<file path="config.mk">
export PLATFORM = sky130hd
export DESIGN_NAME = latch_strobe_tx
export DESIGN_NICKNAME = d
export VERILOG_FILES = /design/src/rtl/latch_strobe_tx.sv
export SDC_FILE = /design/constraint.sdc
export NUM_CORES = 1
export LEC_CHECK = 0
export BUFFER_PORTS_ARGS = -buffer_cell sky130_fd_sc_hd__buf_2
export CORE_ASPECT_RATIO = 1.1
export CORE_MARGIN = 1
export CORE_UTILIZATION = 46
export DETAILED_ROUTE_END_ITERATION = 8
export PLACE_DENSITY = 0.71
export SLEW_MARGIN = 5
export SYNTH_ARGS = -nofsm -noshare
export SYNTH_HDL_FRONTEND = slang
export SYNTH_SLANG_ARGS = --single-unit
</file>
<file path="constraint.sdc">
create_clock -name clk -period 1.4 [get_ports clk]
set_input_delay 0.35 -clock clk [delete_from_list [all_inputs] [get_ports clk]]
set_output_delay 0.35 -clock clk [all_outputs]
set_load 0.1 [all_outputs]
</file>
<file path="src/rtl/latch_strobe_tx.sv">
// +----------------------------------------------------------------------------+
// | latch_strobe_tx : serialises a word MSB first as d + enable strobe pairs    |
// | for a downstream enable latch (setup / strobe / hold per bit).              |
// | Revision: 1.0                                                               |
// +----------------------------------------------------------------------------+
`default_nettype none

module latch_strobe_tx #(
  parameter int DATA_W    = 8,
  parameter int SETUP_CYC = 2,
  parameter int EN_CYC    = 1,
  parameter int HOLD_CYC  = 1
) (
  input  logic              clk,
  input  logic              rst_n,
  input  logic [DATA_W-1:0] in_data,
  input  logic              in_valid,
  output logic              in_ready,
  output logic              d,
  output logic              enable,
  output logic              busy,
  output logic              done
);

  localparam int C_MAX_A   = (SETUP_CYC > EN_CYC) ? SETUP_CYC : EN_CYC;
  localparam int C_MAX_CYC = (C_MAX_A > HOLD_CYC) ? C_MAX_A : HOLD_CYC;
  localparam int PH_W      = (C_MAX_CYC > 1) ? $clog2(C_MAX_CYC) : 1;
  localparam int BIT_W     = (DATA_W > 1) ? $clog2(DATA_W) : 1;

  localparam logic [PH_W-1:0]  c_setup_last = PH_W'(SETUP_CYC - 1);
  localparam logic [PH_W-1:0]  c_en_last    = PH_W'(EN_CYC - 1);
  localparam logic [PH_W-1:0]  c_hold_last  = PH_W'(HOLD_CYC - 1);
  localparam logic [BIT_W-1:0] c_last_bit   = BIT_W'(DATA_W - 1);

  typedef enum logic [1:0] {
    S_IDLE   = 2'd0,
    S_SETUP  = 2'd1,
    S_STROBE = 2'd2,
    S_HOLD   = 2'd3
  } state_t;

  state_t              r_state;
  logic [PH_W-1:0]     r_phase;
  logic [BIT_W-1:0]    r_bit_cnt;
  logic [DATA_W-1:0]   r_shreg;

  state_t              w_state_nxt;
  logic [PH_W-1:0]     w_phase_nxt;
  logic [BIT_W-1:0]    w_bit_nxt;
  logic [DATA_W-1:0]   w_shreg_nxt;
  logic [DATA_W-1:0]   w_shift;
  logic                w_d_nxt;
  logic                w_done_nxt;

  assign w_shift = r_shreg << 1;

  always_comb begin
    w_state_nxt = r_state;
    w_phase_nxt = r_phase;
    w_bit_nxt   = r_bit_cnt;
    w_shreg_nxt = r_shreg;
    w_d_nxt     = d;
    w_done_nxt  = 1'b0;
    case (r_state)
      S_IDLE: begin
        if (in_valid) begin
          w_state_nxt = S_SETUP;
          w_shreg_nxt = in_data;
          w_d_nxt     = in_data[DATA_W-1];
          w_bit_nxt   = '0;
          w_phase_nxt = '0;
        end
      end
      S_SETUP: begin
        if (r_phase == c_setup_last) begin
          w_state_nxt = S_STROBE;
          w_phase_nxt = '0;
        end else begin
          w_phase_nxt = r_phase + PH_W'(1);
        end
      end
      S_STROBE: begin
        if (r_phase == c_en_last) begin
          w_state_nxt = S_HOLD;
          w_phase_nxt = '0;
        end else begin
          w_phase_nxt = r_phase + PH_W'(1);
        end
      end
      S_HOLD: begin
        if (r_phase == c_hold_last) begin
          w_phase_nxt = '0;
          if (r_bit_cnt == c_last_bit) begin
            w_state_nxt = S_IDLE;
            w_done_nxt  = 1'b1;
          end else begin
            // d only moves on the edge into SETUP, so it is stable around the strobe
            w_state_nxt = S_SETUP;
            w_bit_nxt   = r_bit_cnt + BIT_W'(1);
            w_shreg_nxt = w_shift;
            w_d_nxt     = w_shift[DATA_W-1];
          end
        end else begin
          w_phase_nxt = r_phase + PH_W'(1);
        end
      end
      default: begin
        w_state_nxt = S_IDLE;
      end
    endcase
  end

  always_ff @(posedge clk) begin
    if (!rst_n) begin
      r_state   <= S_IDLE;
      r_phase   <= '0;
      r_bit_cnt <= '0;
      r_shreg   <= '0;
      d         <= 1'b0;
      enable    <= 1'b0;
      busy      <= 1'b0;
      in_ready  <= 1'b1;
      done      <= 1'b0;
    end else begin
      r_state   <= w_state_nxt;
      r_phase   <= w_phase_nxt;
      r_bit_cnt <= w_bit_nxt;
      r_shreg   <= w_shreg_nxt;
      d         <= w_d_nxt;
      enable    <= (w_state_nxt == S_STROBE);
      busy      <= (w_state_nxt != S_IDLE);
      in_ready  <= (w_state_nxt == S_IDLE);
      done      <= w_done_nxt;
    end
  end

endmodule

`default_nettype wire

</file>
# ---- After elaboration in Yosys (flattened, before gate mapping)
# Index checks and enable logic that the tools add are counted.
dict set report classes {
  addsub 2
  n_eq_ne 8
  n_mux 23
  bitwise 2
  reduce_logical 7
}
# operator count
set ops {}
lappend ops {{7-bit two-way mux} 3}
lappend ops {{7-bit case mux with 2 select lines} 1}
lappend ops {{3-bit two-way mux} 3}
lappend ops {{1-bit two-way mux} 8}
lappend ops {{2-bit two-way mux} 4}
lappend ops {{2-bit case mux with 4 select lines} 1}
lappend ops {{2-bit equality test, second input constant} 3}
lappend ops {{2-bit inequality test, second input constant} 3}
lappend ops {{3-bit case mux with 2 select lines} 1}
lappend ops {{2-bit logical NOT} 2}
lappend ops {{4-bit AND reduction} 1}
lappend ops {{2-bit nonzero test} 2}
lappend ops {{3-bit by 1-bit adder with 3-bit output, second input constant} 1}
lappend ops {{3-bit equality test, second input constant} 1}
lappend ops {{1-bit case mux with 3 select lines} 1}
lappend ops {{3-bit OR reduction} 1}
lappend ops {{2-bit by 1-bit equality test with 1-bit output, second input constant} 1}
lappend ops {{1-bit inverter} 2}
lappend ops {{1-bit case mux with 2 select lines} 1}
lappend ops {{2-bit OR reduction} 1}
lappend ops {{1-bit adder, second input constant} 1}
dict set report word_totals {
  register_bits 18
  input_bits 11
  output_inout_bits 5
  word_cells 51
}

# ---- Depth between registers and ports, before layout
# Gate-level depths: netlist (run 1).
dict set report depth {
  word_depth 5
  depth_mapped 6
  mapped_depth_nobuf 5
}

# ---- Least setup slack after synthesis (run 1)
# OpenSTA, ideal clock, no wires.
dict set report synth_path {
  kind {flip-flop to flip-flop}
  from {reg r_bit_cnt[0]}
  to {reg d}
  setup_ns 0.091
  arrival_ns 1.359
  t_required_ns 1.309
  path_slack_ns -0.050
  stages_incl_launch_ff 7
  n_path_buf 1
  period_less_slack_ns 1.450
  path_cell_list {dfxtp_1 > ha_1 > ha_1 > and4bb_1 > buf_4 > nor3_1 > a311oi_1}
}
dict set report synth_via {
  elab_chain_cells 3
}
# item line_no
set synth_lines {}
lappend synth_lines {{start: declaration} 44} ;# logic [BIT_W-1:0] r_bit_cnt;
lappend synth_lines {{start signal: assignment} 127} ;# r_bit_cnt <= w_bit_nxt;
lappend synth_lines {{3-bit equality test} 93} ;# if (r_bit_cnt == c_last_bit) begin
lappend synth_lines {{2-bit inequality test (no source line)} n/a}
lappend synth_lines {{4-bit AND reduction (no source line)} n/a}
lappend synth_lines {{end signal: assignment} 129} ;# d <= w_d_nxt;
lappend synth_lines {{end: declaration} 19} ;# output logic d,
# Every way passes these cells.
# A chain may end at the register's enable or synchronous reset.

# ---- Worst setup path after layout (run 1)
dict set report layout_path {
  from {reg r_bit_cnt[1]}
  to {reg r_shreg[4]}
}
dict set report layout_via {
  elab_chain_cells 3
}
# item line_no
set layout_lines {}
lappend layout_lines {{3-bit equality test} 93}
lappend layout_lines {{2-bit inequality test (no source line)} n/a}
lappend layout_lines {{4-bit AND reduction (no source line)} n/a}
lappend layout_lines {{end signal: assignment} 128} ;# r_shreg <= w_shreg_nxt;
lappend layout_lines {{end: declaration} 45} ;# logic [DATA_W-1:0] r_shreg;
# Every way passes these cells.

==> results of run 1 <==
==> per-stage QoR <==
stage	hold WS, ns	setup slack [ns]	cell area (µm²)	std cells	utilization (%)
2_1_floorplan	0.4438	0.0006820	788.3	85	-
3_3_place_gp	0.4615	-0.06292	940.9	120	59.68
3_5_place_dp	0.4653	-0.1992	940.9	120	59.68
4_1_cts	0.3123	-0.08220	1033	124	65.56
5_1_grt	0.3127	-0.1189	1076	125	68.25
6_report	0.3098	-0.06751	1076	125	68.25
==> logic make-up (layout without fill, tap and decap cells) <==
logic type                 after synthesis  after routing  share of synthesized area, %
adders and majority gates                2              2                         3.189
AOI/OAI and AO/OA                       13             13                         12.12
xor gates and xnor gates                 1              1                         1.117
buffers and inverters                    8             31                         5.423
and+or+nand+nor                         41             41                         29.67
muxes                                    2              2                         2.552
DFF                                     18             18                         45.93
==> layout make-up <==
| cell class | instances | area, µm² |
|---|---|---|
| fill | 118 | 500.5 |
| multi-input combinational | 59 | 446.7 |
| sequential | 18 | 362.8 |
| timing repair buffer | 26 | 215.2 |
| clock buffer | 3 | 22.52 |
| tap | 17 | 21.27 |
| inverter | 2 | 7.507 |
==> worst max-delay path, cell delays in order (launching register included) <==
cell      delay (ns)
dfxtp_2         0.35
ha_4            0.16
ha_4            0.16
and4bb_2        0.33
buf_6           0.13
nor3_2          0.04
a311oi_1        0.20
==> synth_stat cells (2+ instances only) <==
cell type  count  area [µm²]
inv_1          2       7.510
dfxtp_1       18       360.4
nand2_1        8       30.03
buf_4          3       22.52
nor3_1         8       40.04
mux2i_1        2       20.02
a311oi_1       7       61.31
ha_1           2       25.02
nand3_1       12       60.06
nor2_1         3       11.26
clkbuf_1       2       7.510
a21oi_1        5       25.02
nand4_1        2       12.51
==> state kept, by name, summed over array words and instances, names as in the netlist <==
signal,count
done,1
enable,1
r_shreg,7
d,1
r_phase,1
r_state,2
in_ready,1
r_bit_cnt,3
busy,1
==> routing by layer <==
| layer | track usage [%] | share of wire (%) | vias to the layer above |
|---|---|---|---|
| li1 | - | - | 361 |
| met2 | 32.19 | 51 | 24 |
| met3 | 4.433 | 4.1 | 2 |
| met4 | 9.677 | 1.2 | 0 |
| met5 | 0 | 0 | - |
| met1 | 25.31 | 44 | 355 |
==> where the power goes <==
part / switching (mW) / internal (mW) / total, mW / leakage, nW
Combinational: 0.143 / 0.100 / 0.243 / 0.279
Sequential: 0.0295 / 0.546 / 0.575 / 0.149
Clock: 0.147 / 0.0997 / 0.247 / 0.0138
==> worst max-delay path by stage <==
stage | to | slack, ns | cells past startpoint
after global placement | r_shreg[2] | -0.06 | 5
after detailed placement | r_shreg[1] | -0.20 | 6
final | r_shreg[4] | -0.07 | 6
after global routing | r_shreg[6] | -0.12 | 6
after floorplan | r_shreg[1] | 0.0007 | 6
after CTS | r_shreg[4] | -0.08 | 6
==> repair_timing <==
action	4_1_cts	5_1_grt
pin swaps	15	1
setup buffers	1	1
endpoints found under the setup margin	11	18
gates resized for setup	13	8
==> impl_results.md, run 1 <==
* Status: complete, but fails checks
* Failing checks: setup timing
* Vias in the first global route at between 600 and 700
* Later-pin clock latency in the skew report at 0.28 ns
* Max Clock Skew at around 0.0054 ns
* Crit path max fanout at 5
* Final Max Tran Viols at 0
* Via count at around 740
* Final worst-path cycle share at 104.8%
* Layout cells sized above 1 at roughly 39%
* EDFF count, synth at 0
* Crit Reg-Reg Startpoint: r_bit_cnt[1]
* Setup TNS at -0.3619 ns
* Leak pwr at 0.4417 nW
* Antenna diodes at 0
* Cell depth of the worst min-delay path at 3
* 1st-iter DRT viols at 31
* Worst-path clk slew at approximately 0.10 ns
* Pin count of the biggest net entering global routing at 17
* PortBufs at 15
* Final worst slack at -0.06751 ns
* Worst setup startpoint: r_bit_cnt[1]
* Global-route wire length before repair at around 2.5 mm
* Total GRT Usage at ~20%
* Routed vias/inst at between 5 and 6
* Row count at 15
* Most frequent cells in the layout: 16 x dfxtp_1, 12 x nand3_1, 10 x buf_2
* Initial antenna violation count at 0
* R2r worst-path depth at 6
* H-tree depth at 1
* #FFs+latches synth at 18
* Endpoints failing hold at 0
* Mapped Cells at between 80 and 90
* Final Critical Period at 1.468 ns
* Initial core utilization at roughly 50%
* Root Buffer: clkbuf_4
* Die area at about 1900 µm²
* Warnings from Yosys at 0
* Worst reg2reg path endpoint: r_shreg[4]
* Gr ovfl total at 0
* Most common cell after layout, fill and taps aside: dfxtp_1
* Yosys cell types at 24
* Core footprint at ~1600 µm²
* Residual DRC at 0
* Nets@finish at around 120
* Critical path endpoint category: register
* Async SR Flop Fraction at 0%
* # hold bufs at CTS at 0
* Max-cap violations at 0
* Crit Path Category: reg2reg
* Slew at the pin with the worst max-slew slack at 0.4673 ns
* Setup-failing EPs final at 9
* Startpoint Class: register
* Hold Startpoint: in_data[0]
* Hold EP: r_shreg[0]
* Worst EP required at between 1.5 and 2 ns
* Tot Pwr at between 1 and 1.5 mW
* Clock tree buffer depth at 2
* Mapped Area at between 700 and 800 µm²
* CP Data Arrival Time at roughly 1.7 ns
* Post-DP HPWL at 1.151 mm
* Pre-antenna DRT Iters at 4
* Io pins at 16
* Hold Crit Class: in2reg
* Power per cell area at 990.3 nW/µm²
* DRT antenna net count at 0
* Average cell area after synthesis at between 9 and 10 µm²
* Net Count, Synth at 98
* Clock sinks at 18
* WL final at 1.736 mm
* R2R Setup Slk at -0.07 ns
* RSZ-0062 raised after global routing: true
* Routability cong. at a little under 0.8
* Seq/Total Area, Yosys at 45.93%
* Die W at about 41 µm
* Slew margin rel. at approximately 70%
* Num CTS Buffers at 3
* Ys flop type: dfxtp_1
* CTS tree: built
* FMAX at just under 700 MHz
* WL per Instance at around 14 µm
* Die Height at about 45 µm
* P&R area growth vs syn at 37.16%
* Peak VDD IR at slightly above 0.6 mV
Power figures use the tool's default switching activity.
==> run 2: changes to the inputs <==
--- a/config.mk
+++ b/config.mk
@@ -5,7 +5,7 @@
 export SDC_FILE = /design/constraint.sdc
 export NUM_CORES = 1
 export LEC_CHECK = 0
-export BUFFER_PORTS_ARGS = -buffer_cell sky130_fd_sc_hd__buf_2
+export BUFFER_PORTS_ARGS = -buffer_cell sky130_fd_sc_hd__clkbuf_2
 export CORE_ASPECT_RATIO = 1.1
 export CORE_MARGIN = 1
 export CORE_UTILIZATION = 46
==> run 2 against run 1 <==
- the run still ends with setup timing left
- sequential share of layout area up 0.16 points
- clock skew up 0.0018 ns
- first-iteration DRC count is 42% lower
- critical path depth is the same
- hold slack worse by 0.026 ns
- combinational power decreased by 5%
- critical path type unchanged
- critical endpoint unchanged
==> impl_results.md, run 2 (same netlist as run 1, synthesis figures left out) <==
* Status: complete, but fails checks
* Failing checks: setup timing
* Gr ovfl total at 0
* Slew at the pin with the worst max-slew slack at 0.5790 ns
* Crit path max fanout at 5
* Io pins at 16
* WL per Instance at ~14 µm
* Residual DRC at 0
* H-tree depth at 1
* Clock tree buffer depth at 2
* Die Height at 45.32 µm
* Setup-failing EPs final at 9
* Setup TNS at -0.4533 ns
* GR peak layer: met2
* Via count at between 700 and 800
* Worst setup startpoint: r_bit_cnt[0]
* Worst hold slack at approximately 0.28 ns
* Initial core utilization at about half
* Reg with most FFs: r_shreg
* Final worst-path cycle share at 105.7%
* Routability cong. at ~0.8
* Post-Place Worst Slack at -0.1191 ns
* FILL cells at between 100 and 150
* Endpoints failing hold at 0
* Post-DP HPWL at ~1.1 mm
* RSZ-0062 raised after global routing: true
* WL final at roughly 1.7 mm
* Final Critical Period at around 1.5 ns
* Power per cell area at 990.1 nW/µm²
* Startpoint Class: register
* Post-CTS Repair Setup Buffers at 0
* Leak pwr at between 0.4 and 0.5 nW
* CP Data Arrival Time at about 1.7 ns
* 1st-iter DRT viols at 18
* Core footprint at approximately 1600 µm²
* Clock sinks at 18
* Worst-path clk slew at about 0.1 ns
* Row count at 15
* Placed cell areas at between 900 and 1000 µm²
* Tot Pwr at 1.060 mW
* Pin count of the biggest net entering global routing at 15
* Nets@finish at 122
* Most frequent cells in the layout: 16 x dfxtp_1, 12 x nand3_1, 10 x clkbuf_2
* Critical path endpoint category: register
* Met2 usage at between 30% and 40%
* Global-route wire length before repair at between 2 and 3 mm
* Comb power frac at a little over a fifth
* Crit Reg-Reg Startpoint: r_bit_cnt[0]
* Sw frac at 29.89%
* Hold Crit Class: in2reg
* Layout cells sized above 1 at a little over a third
* DRT antenna net count at 0
* Later-pin clock latency in the skew report at around 0.29 ns
* Clock share of power at between 20% and 30%
* Antenna diodes at 0
* R2r worst-path depth at 6
* PortBufs at 15
* Initial antenna violation count at 0
* Biggest registers after layout: r_shreg: 7 flops, r_bit_cnt: 3 flops, r_state: 2 flops
* Root Buffer: clkbuf_4
* Die W at approximately 41 µm
* Vias in the first global route at between 600 and 700
* Max-cap violations at 0
* Cell depth of the worst min-delay path at 3
* Num CTS Buffers at 3
* Final worst slack at -0.07938 ns
* CTS tree: built
* Design Area, Final at between 1000 and 1500 µm²
* Peak VDD IR at roughly 0.56 mV
* M1 GR Usage at 28.09%
* Switch Pwr at between 0.3 and 0.4 mW
* Pre-antenna DRT Iters at 4
* Final Max Tran Viols at 0
* Int Power at about 0.74 mW
* Crit Path Category: reg2reg
* Hold Startpoint: in_data[0]
* Total GRT Usage at 21.55%
* Slew margin rel. at between 60% and 70%
* Die area at 1875 µm²
* Max Clock Skew at slightly above 0.007 ns
* FMAX at 676.0 MHz
* Register share of total power at between 50 and 60%
* # hold bufs at CTS at 0
* Max reg flops at 7
* M3 GR Usage at under 10%
* P&R area growth vs syn at 36.52%
* Worst EP required at roughly 1.6 ns
* Most common cell after layout, fill and taps aside: dfxtp_1
* Routed vias/inst at 5.734
run 2: what timing repair did:
action / CTS / global route
setup endpoints to repair: 10 / 13
gates cloned: 1 / 0
pin swaps: 13 / 1
resized for setup: 11 / 2
run 2: path summary, 6_finish.rpt:
check | slack (ns) | to
hold / removal | 0.28 | r_shreg[0]
setup / recovery | -0.08 | r_shreg[4]
hold reg to reg | 0.48 | r_shreg[0]
setup reg to reg | -0.08 | r_shreg[4]
run 2: layer usage:
layer / wire [µm] / up-vias
met5: 0 / -
met4: 33 / 0
met3: 52 / 6
met2: 794 / 17
met1: 834 / 326
li1: - / 362
run 2: area by class of cell:
type | count | area (µm²) | area share (%)
well taps | 17 | 21.27 | 1.986
inverters | 2 | 7.507 | 0.7009
repair buffers | 25 | 232.7 | 21.73
flip-flops and latches | 18 | 362.8 | 33.88
clock buffers | 3 | 22.52 | 2.103
multi-input cells | 59 | 424.2 | 39.60
run 2: through the flow:
step                      util, %  cells
after global routing        67.94    124
final                       67.94    124
after CTS                   67.46    124
after floorplan                 -     85
after detailed placement    62.70    120
after global placement      62.70    120
run 2: power by group through the flow:
stage | Sequential (mW) | Combinational (mW) | Clock, mW
3_3_place_gp | 0.586 | 0.223 | 0
4_1_cts | 0.576 | 0.230 | 0.256
6_report | 0.577 | 0.232 | 0.252
2_1_floorplan | 0.632 | 0.0985 | 0
3_5_place_dp | 0.586 | 0.227 | 0
5_1_grt | 0.581 | 0.246 | 0.280
run 2: critical path: stages (launching register included):
cell and delay (ns):
dfxtp_2 0.35, ha_4 0.16, ha_4 0.15, and4bb_2 0.33, buf_6 0.13, nor3_2 0.04, a311oi_1 0.22
